===== config.mk =====
export PLATFORM = sky130hd
export DESIGN_NAME = stream_pattern_master_flat
export DESIGN_NICKNAME = d
export VERILOG_FILES = /design/src/rtl/stream_pattern_pkg.sv /design/src/rtl/stream_pattern_master_if.sv /design/src/rtl/stream_lfsr.sv /design/src/rtl/stream_pattern_master.sv /design/src/flat_wrapper.sv
export SDC_FILE = /design/constraint.sdc
export NUM_CORES = 1
export LEC_CHECK = 0
export CORE_ASPECT_RATIO = 0.9
export CORE_UTILIZATION = 40
export DETAILED_ROUTE_END_ITERATION = 16
export GPL_TIMING_DRIVEN = 0
export PLACE_DENSITY = 0.61
export SYNTH_ARGS = -nofsm -noshare
export SYNTH_HDL_FRONTEND = slang
export SYNTH_SLANG_ARGS = --single-unit

===== constraint.sdc =====
create_clock -name clk -period 7.2 [get_ports clk]
set_clock_uncertainty 0.15 [all_clocks]
set_input_delay 1.44 -clock clk [delete_from_list [all_inputs] [get_ports clk]]
set_output_delay 1.44 -clock clk [all_outputs]
set_load 0.01 [all_outputs]

===== src/rtl/stream_pattern_pkg.sv =====
// Shared types and constants for the stream pattern master: pattern modes,
// FSM states and the Galois LFSR tap masks.
package stream_pattern_pkg;

    typedef enum logic [1:0] {
        INCR  = 2'd0,
        CONST = 2'd1,
        LFSR  = 2'd2,
        WALK  = 2'd3
    } mode_t;

    typedef enum logic [1:0] {
        IDLE = 2'd0,
        SEND = 2'd1,
        GAP  = 2'd2,
        DONE = 2'd3
    } state_t;

    // Right-shifting Galois masks for maximal-length polynomials.
    localparam logic [63:0] LFSR_TAPS_8  = 64'h0000_0000_0000_00B8;
    localparam logic [63:0] LFSR_TAPS_16 = 64'h0000_0000_0000_B400;
    localparam logic [63:0] LFSR_TAPS_32 = 64'h0000_0000_8020_0003;
    localparam logic [63:0] LFSR_TAPS_64 = 64'hD800_0000_0000_0000;

    function automatic logic [63:0] lfsr_taps(input int width);
        case (width)
            8:       return LFSR_TAPS_8;
            16:      return LFSR_TAPS_16;
            64:      return LFSR_TAPS_64;
            default: return LFSR_TAPS_32;
        endcase
    endfunction

endpackage


===== src/rtl/stream_pattern_master_if.sv =====
// Stream bus between the pattern master and its sink.
// A beat transfers on a rising edge where tvalid & tready; once tvalid is high
// the source holds tvalid, tdata and tlast unchanged until that transfer.
interface stream_pattern_master_if #(
    parameter int DATA_WIDTH = 32
);
    logic [DATA_WIDTH-1:0] tdata;
    logic                  tvalid;
    logic                  tlast;
    logic                  tready;

    modport master (output tdata, output tvalid, output tlast, input tready);
    modport slave  (input tdata, input tvalid, input tlast, output tready);
endinterface


===== src/rtl/stream_lfsr.sv =====
// Galois LFSR register: loads a seed (zero replaced by one) and steps once
// per advance pulse.
module stream_lfsr
    import stream_pattern_pkg::*;
#(
    parameter int DATA_WIDTH = 32
) (
    input  logic                  clk,
    input  logic                  rst,
    input  logic                  load,
    input  logic [DATA_WIDTH-1:0] seed,
    input  logic                  advance,
    output logic [DATA_WIDTH-1:0] value
);
    localparam logic [DATA_WIDTH-1:0] TAPS = DATA_WIDTH'(lfsr_taps(DATA_WIDTH));

    always_ff @(posedge clk or posedge rst) begin
        if (rst) begin
            value <= '0;
        end else if (load) begin
            value <= (seed == '0) ? DATA_WIDTH'(1) : seed;
        end else if (advance) begin
            value <= (value >> 1) ^ (value[0] ? TAPS : '0);
        end
    end
endmodule


===== src/rtl/stream_pattern_master.sv =====
// Stream pattern generator: emits pkt_num packets of pkt_len beats with a
// selectable data pattern and a programmable idle gap between packets.
module stream_pattern_master
    import stream_pattern_pkg::*;
#(
    parameter int DATA_WIDTH = 32,
    parameter int LEN_WIDTH  = 16,
    parameter int CNT_WIDTH  = 16,
    parameter int GAP_WIDTH  = 8
) (
    input  logic                  clk,
    input  logic                  rst,
    input  logic                  start,
    input  logic [1:0]            mode,
    input  logic [DATA_WIDTH-1:0] seed,
    input  logic [LEN_WIDTH-1:0]  pkt_len,
    input  logic [CNT_WIDTH-1:0]  pkt_num,
    input  logic [GAP_WIDTH-1:0]  gap,
    stream_pattern_master_if.master axis,
    output logic                  busy,
    output logic                  done,
    output state_t                state_dbg
);
    state_t                state_q, state_d;
    mode_t                 mode_q;
    logic [LEN_WIDTH-1:0]  len_q, beat_cnt;
    logic [CNT_WIDTH-1:0]  num_q, pkt_cnt;
    logic [GAP_WIDTH-1:0]  gap_q, gap_cnt;
    logic [DATA_WIDTH-1:0] data_q, lfsr_value;
    logic                  launch, accept, last_beat, last_pkt, gap_end;

    assign launch    = (state_q == IDLE) && start;
    assign accept    = (state_q == SEND) && axis.tready;
    assign last_beat = (beat_cnt == len_q - LEN_WIDTH'(1));
    assign last_pkt  = (pkt_cnt == num_q - CNT_WIDTH'(1));
    assign gap_end   = (gap_cnt == gap_q - GAP_WIDTH'(1));
    assign state_dbg = state_q;

    always_ff @(posedge clk or posedge rst) begin
        if (rst) state_q <= IDLE;
        else     state_q <= state_d;
    end

    always_comb begin
        state_d = state_q;
        case (state_q)
            IDLE: if (start) state_d = (pkt_num == '0) ? DONE : SEND;
            SEND: if (accept && last_beat)
                      state_d = last_pkt ? DONE : ((gap_q == '0) ? SEND : GAP);
            GAP:  if (gap_end) state_d = SEND;
            DONE: state_d = IDLE;
            default: state_d = IDLE;
        endcase
    end

    // Moore decode of the state and counter flops; no input reaches an output.
    always_comb begin
        axis.tvalid = 1'b0;
        axis.tlast  = 1'b0;
        busy        = 1'b0;
        done        = 1'b0;
        axis.tdata  = (mode_q == LFSR) ? lfsr_value : data_q;
        case (state_q)
            SEND: begin
                axis.tvalid = 1'b1;
                axis.tlast  = last_beat;
                busy        = 1'b1;
            end
            GAP:  busy = 1'b1;
            DONE: begin
                busy = 1'b1;
                done = 1'b1;
            end
            default: ;
        endcase
    end

    always_ff @(posedge clk or posedge rst) begin
        if (rst) begin
            mode_q   <= INCR;
            len_q    <= '0;
            num_q    <= '0;
            gap_q    <= '0;
            beat_cnt <= '0;
            pkt_cnt  <= '0;
            gap_cnt  <= '0;
            data_q   <= '0;
        end else begin
            if (launch) begin
                mode_q   <= mode_t'(mode);
                len_q    <= (pkt_len == '0) ? LEN_WIDTH'(1) : pkt_len;
                num_q    <= pkt_num;
                gap_q    <= gap;
                beat_cnt <= '0;
                pkt_cnt  <= '0;
                data_q   <= (mode_t'(mode) == WALK) ? DATA_WIDTH'(1) : seed;
            end
            if (accept) begin
                beat_cnt <= last_beat ? '0 : beat_cnt + LEN_WIDTH'(1);
                if (last_beat) pkt_cnt <= pkt_cnt + CNT_WIDTH'(1);
                case (mode_q)
                    INCR:    data_q <= data_q + DATA_WIDTH'(1);
                    WALK:    data_q <= {data_q[DATA_WIDTH-2:0], data_q[DATA_WIDTH-1]};
                    default: ;
                endcase
            end
            // Counts only while idling between packets; zero on every GAP entry.
            gap_cnt <= (state_q == GAP) ? gap_cnt + GAP_WIDTH'(1) : '0;
        end
    end

    stream_lfsr #(.DATA_WIDTH(DATA_WIDTH)) u_lfsr (
        .clk     (clk),
        .rst     (rst),
        .load    (launch),
        .seed    (seed),
        .advance (accept && (mode_q == LFSR)),
        .value   (lfsr_value)
    );
endmodule


===== src/flat_wrapper.sv =====
// flat-port wrapper written by rule: the top's interface ports become plain ports
module stream_pattern_master_flat import stream_pattern_pkg::*;
#(
    parameter int DATA_WIDTH = 32,
    parameter int LEN_WIDTH  = 16,
    parameter int CNT_WIDTH  = 16,
    parameter int GAP_WIDTH  = 8
)
  (clk, rst, start, mode, seed, pkt_len, pkt_num, gap, busy, done, state_dbg, axis_tdata, axis_tvalid, axis_tlast, axis_tready);
  stream_pattern_master_if #(.DATA_WIDTH(DATA_WIDTH)) axis_i ();
  input  logic clk;
  input  logic rst;
  input  logic start;
  input  logic [1:0] mode;
  input  logic [DATA_WIDTH-1:0] seed;
  input  logic [LEN_WIDTH-1:0] pkt_len;
  input  logic [CNT_WIDTH-1:0] pkt_num;
  input  logic [GAP_WIDTH-1:0] gap;
  output logic busy;
  output logic done;
  output state_t state_dbg;
  output wire logic [$bits(axis_i.tdata)-1:0] axis_tdata;
  output wire logic [$bits(axis_i.tvalid)-1:0] axis_tvalid;
  output wire logic [$bits(axis_i.tlast)-1:0] axis_tlast;
  input wire logic [$bits(axis_i.tready)-1:0] axis_tready;
  assign axis_tdata = axis_i.tdata;
  assign axis_tvalid = axis_i.tvalid;
  assign axis_tlast = axis_i.tlast;
  assign axis_i.tready = axis_tready;
  stream_pattern_master #(.DATA_WIDTH(DATA_WIDTH), .LEN_WIDTH(LEN_WIDTH), .CNT_WIDTH(CNT_WIDTH), .GAP_WIDTH(GAP_WIDTH)) u_core (.clk(clk), .rst(rst), .start(start), .mode(mode), .seed(seed), .pkt_len(pkt_len), .pkt_num(pkt_num), .gap(gap), .axis(axis_i), .busy(busy), .done(done), .state_dbg(state_dbg));
endmodule

; Word level (Yosys, flattened, before mapping)
; Cells that the tools add are included.
[op_classes]
reduce_logical = 14
bitwise = 1
n_addsub = 7
n_eq_ne = 12
mux = 28
[op_table]
columns = op, n
row1 = $mux W32, 8
row2 = $mux W16, 7
row3 = $pmux W32 S2, 1
row4 = $add A16 B1 Y16 const B, 2
row5 = $add A32 B1 Y32 const B, 1
row6 = $eq A16 B16 Y1, 2
row7 = $logic_not A16 Y1, 2
row8 = $logic_not A32 Y1, 1
row9 = $sub A16 B1 Y16 const B, 2
row10 = $xor A31 B32 Y32, 1
row11 = $mux W2, 6
row12 = $eq A2 B2 Y1 const B, 5
row13 = $add A8 B1 Y8 const B, 1
row14 = $eq A8 B8 Y1, 1
row15 = $logic_not A8 Y1, 1
row16 = $mux W8, 1
row17 = $pmux W2 S4, 1
row18 = $sub A8 B1 Y8 const B, 1
row19 = $logic_and A1 B1 Y1, 4
row20 = $logic_not A2 Y1, 2
row21 = $mux W1, 4
row22 = $ne A2 B2 Y1 const B, 2
row23 = $reduce_bool A2 Y1, 2
row24 = $reduce_and A3 Y1, 1
row25 = other kinds (3), 3
[totals]
register_bits = 148
elab_cells = 72
inputBits = 78
output_inout_bits = 38

; Logic depth before layout (Yosys ltp)
[depth]
ltp_word = 5
mapped_depth = 10

; By module
; A second synthesis with hierarchy kept.
[hier_totals]
hier_cells = 1084
area_unflattened_um2 = 9489.1
[by_module_without_submodules]
columns = mod, instances, area_each_um2, cells_per_inst, seq_area_each_um2
row1 = stream_pattern_master, 1, 7891.3, 928, 2902.8
row2 = stream_lfsr, 1, 1597.8, 156, 800.8

; Worst setup path before layout
; OpenSTA, ideal clock, no wires.
[synth_timing]
path_kind = flip-flop to output port
from = register u_core.len_q[0]
to = output axis_tlast
path_slack_ns = 3.341
path_buffers = 0
required_ns = 5.610
t_arrival_ns = 2.269
path_stages_with_launch = 9
path_cell_list = dfrtp_1 > inv_1 > ha_1 > nor3b_1 > and4bb_1 > xnor2_1 > nor4b_4 > nand4_1 > nor3_1
[synth_via]
elab_chain_cells = 3
[synth_rtl]
columns = element, line
row1 = start: declaration, stream_pattern_master.sv:26  ; logic [LEN_WIDTH-1:0] len_q, beat_cnt;
row2 = start signal: assignment, stream_pattern_master.sv:91  ; len_q <= (pkt_len == '0) ? LEN_WIDTH'(1) : pkt_len;
row3 = $sub A16 B1 Y16, stream_pattern_master.sv:34  ; assign last_beat = (beat_cnt == len_q - LEN_WIDTH'(1));
row4 = $eq A16 B16 Y1, stream_pattern_master.sv:34
row5 = $mux W1, stream_pattern_master.sv:63  ; case (state_q)
row6 = end: declaration, flat_wrapper.sv:24  ; output wire logic [$bits(axis_i.tlast)-1:0] axis_tlast;
; No other way between the ends.

; Final worst setup path
; Same ends and word-level chain as after synthesis.

==> impl_results.md <==
- Status: finished, final reports clean
- Most common cell after layout, fill and taps aside: nand2_1
- Ys async rst share: 1.000
- Syn_area_per_cell: about 8.6 µm²
- WHS: approximately 0.35 ns
- Most frequent cells in the layout: nand2_1 (207), dfrtp_1 (148), clkdlybuf4s50_1 (115)
- Register area share after synthesis: 0.3956
- GRT overflow: 0
- Reg-to-Reg End: u_core.beat_cnt[2]
- Maximum fanout along the worst path: 7
- Cells after synthesis: about 1100
- Drt pass-1 iters: 6
- Period utilization: 0.7480
- Antenna-violating nets left: 0
- Final core utilization: 0.5098
- Die X: between 150 and 200 µm
- Crit start category: register
- Root buffer cell: clkbuf_16
- Unrepaired setup endpoints after global routing: no
- Fin. max-slew vios: 0
- Final Wtd Congestion: between 0.8 and 0.9
- Number of global-route vias before repair: 8543
- Cell depth of the worst flop-to-flop path: 10
- CTS max path bufs: 2
- Die H: ~150 µm
- CORE AREA: 22710 µm²
- Max_slew headroom: 0.3370
- Synthesized cell area: ~9400 µm²
- Later-pin clock latency in the skew report: between 0.4 and 0.5 ns
- Final WL: 28.32 mm
- Max rail drop VDD: between 0.2 and 0.25 mV
- EDFF count, synth: 0
- Max layer used: met4
- Max incr delay on CP: about 0.69 ns
- RR Startpoint: u_core.len_q[0]
- Largest net degree at the start of global routing: 104
- DRT iter0 DRCs: about 730
- CTS tree: yes
- DR vias: between 8000 and 9000
- Setup Buffers After CTS: 0
- WL met2: approximately 13 mm
- Final setup vio count: 0
- Syn nets: 1177
- Starting density of the core: 0.4123
- CTS Buf Count: 17
- H-tree levels: 4
- Die Area: approximately 24000 µm²
- R2R Setup Slk: approximately 3.7 ns
- Synthesis-stage register bit count: ~150
- Final Hold Fails: 0
- P_leak: between 4 and 5 nW
- Setup Crit Path Kind: register to output pin
- First-pass GRT wire length: around 46 mm
- Hold path depth: 1
- Worst min-delay path startpoint: u_core.pkt_cnt[15]
- Initial antenna violation count: 0
- Hold-fix buffers at CTS: 0
- Row cnt: 52
- Max-cap viol count: 0
- Worst min path class: register to register
- Final HPWL DP: a little over 20 mm
- Post-synth top flop: dfrtp_1
- WL/cell: ~18 µm
- Nets: 1312
- Crit-path cells: inv_1, ha_1, nor3b_1, and4bb_1, xnor2_1, nor4b_4, nand4_1, nor3_1, clkdlybuf4s50_1
- Hold worst-path end: u_core.pkt_cnt[15]
- Worst slew pin tran: around 1 ns
- Diode count: 0
- Min Tclk post-route: between 5 and 6 ns
- Netlist cell types: 65
- Post-CTS sizing: 0
- WL met3: around 1.6 mm
- CP max stage cell: nor3b_1
- PD cells: roughly 420 nW/µm²
- M1 WL: between 10 and 15 mm
- Critical Path Sink Type: output pin
- Worst EP required: about 5.6 ns
- Ports: about 120
- CTS sink count: roughly 150
- CP Data Arrival Time: 3.80 ns
- DRC viols: 0
- Fmax: roughly 0.19 GHz
- Area Growth Syn to Fin: 23.66%
- GRT Total Usage: 0.2420
- Fillcell total: 2172
- Clock-pin slew of the registers on the worst-case setup and hold paths: 0.06 ns
- Port-buffer cells: roughly 120
- Vias per inst: slightly below 6
- Yosys warns: 0
- Layout cells sized above 1: 0.06548
[layer usage]
metal  up-vias  GRT usage
met1      4281     0.3607
li1       4242          -
met2       295     0.3606
met4         0    0.06121
met3        29    0.03981
met5         -          0
[worst max-delay path, delay by kind of cell, from the launching register on]
kind          cells  cell delay, ns
buf+inv           2            0.69
flops             1            0.44
fa+ha+maj         1            0.22
simple gates      5            1.90
xor+xnor          1            0.12
[power breakdown]
part | switching (mW) | internal, mW | leakage (nW)
combinational | 1.28 | 1.08 | 2.42
sequential | 0.375 | 1.15 | 1.90
clock | 0.368 | 0.633 | 0.323
[worst max path at each step]
stage	from	end	slack [ns]	cells past startpoint
4_1_cts	u_core.len_q[0]	axis_tlast	1.86	9
3_5_place_dp	u_core.len_q[0]	axis_tlast	2.31	9
2_1_floorplan	rst	u_core.beat_cnt[0]	1.63	1
6_report	u_core.len_q[0]	axis_tlast	1.81	9
5_1_grt	u_core.len_q[0]	axis_tlast	1.64	9
3_3_place_gp	rst	u_core.gap_cnt[6]	-0.82	2
[cells by family after synthesis]
group           Yosys count  share of synthesized area
mux                      70                    0.07899
simple gates            451                     0.2376
xor+xnor                 81                    0.07578
flops                   148                     0.3956
fa+ha+maj                10                    0.01337
buf+inv                  97                    0.03929
compound gates          232                     0.1593
[cells in the mapped netlist (21+ instances only)]
cell | number | area [µm²]
a21oi_1 | 48 | 240.2
a221oi_1 | 31 | 271.5
a22oi_1 | 31 | 232.7
and3_1 | 21 | 131.4
clkbuf_1 | 67 | 251.5
dfrtp_1 | 148 | 3704
inv_1 | 26 | 97.59
mux2_2 | 30 | 337.8
mux2i_1 | 39 | 390.4
nand2_1 | 207 | 777.0
nand3_1 | 59 | 295.3
nor2_1 | 36 | 135.1
nor4_1 | 27 | 168.9
o21ai_0 | 56 | 280.3
xnor2_1 | 51 | 446.7
xor2_1 | 30 | 262.8
[metrics by stage]
| stage | setup WS, ns | std cells | power, mW | cell area [µm²] | setup TNS (ns) |
|---|---|---|---|---|---|
| after detailed placement | 2.313 | 1502 | 3.859 | 10920 | 0 |
| after floorplan | 1.630 | 1089 | 3.001 | 9361 | 0 |
| after global routing | 1.644 | 1534 | 5.231 | 11580 | 0 |
| after global placement | -0.8212 | 1501 | 3.822 | 10880 | -118.77 |
| final | 1.814 | 1534 | 4.879 | 11580 | 0 |
| after CTS | 1.855 | 1534 | 4.882 | 11580 | 0 |
[layout make-up]
type | count | area [µm²] | area share
Clock inverter | 13 | 203.9 | 0.01762
Inverter | 26 | 105.1 | 0.009079
Buffer | 71 | 270.3 | 0.02335
Tap cell | 297 | 371.6 | 0.03210
Timing Repair Buffer | 116 | 1179 | 0.1018
Clock buffer | 19 | 452.9 | 0.03913
Sequential cell | 148 | 3704 | 0.3199
Multi-Input combinational cell | 844 | 5290 | 0.4570
[flip-flops by register name, summed over array words and instances, names as in the netlist]
name                 count
u_core.beat_cnt         16
u_core.data_q           32
u_core.gap_cnt           8
u_core.gap_q             8
u_core.len_q            16
u_core.mode_q            2
u_core.num_q            16
u_core.pkt_cnt          16
u_core.state_dbg         2
u_core.u_lfsr.value     32
(Power assumes the default switching activity.)
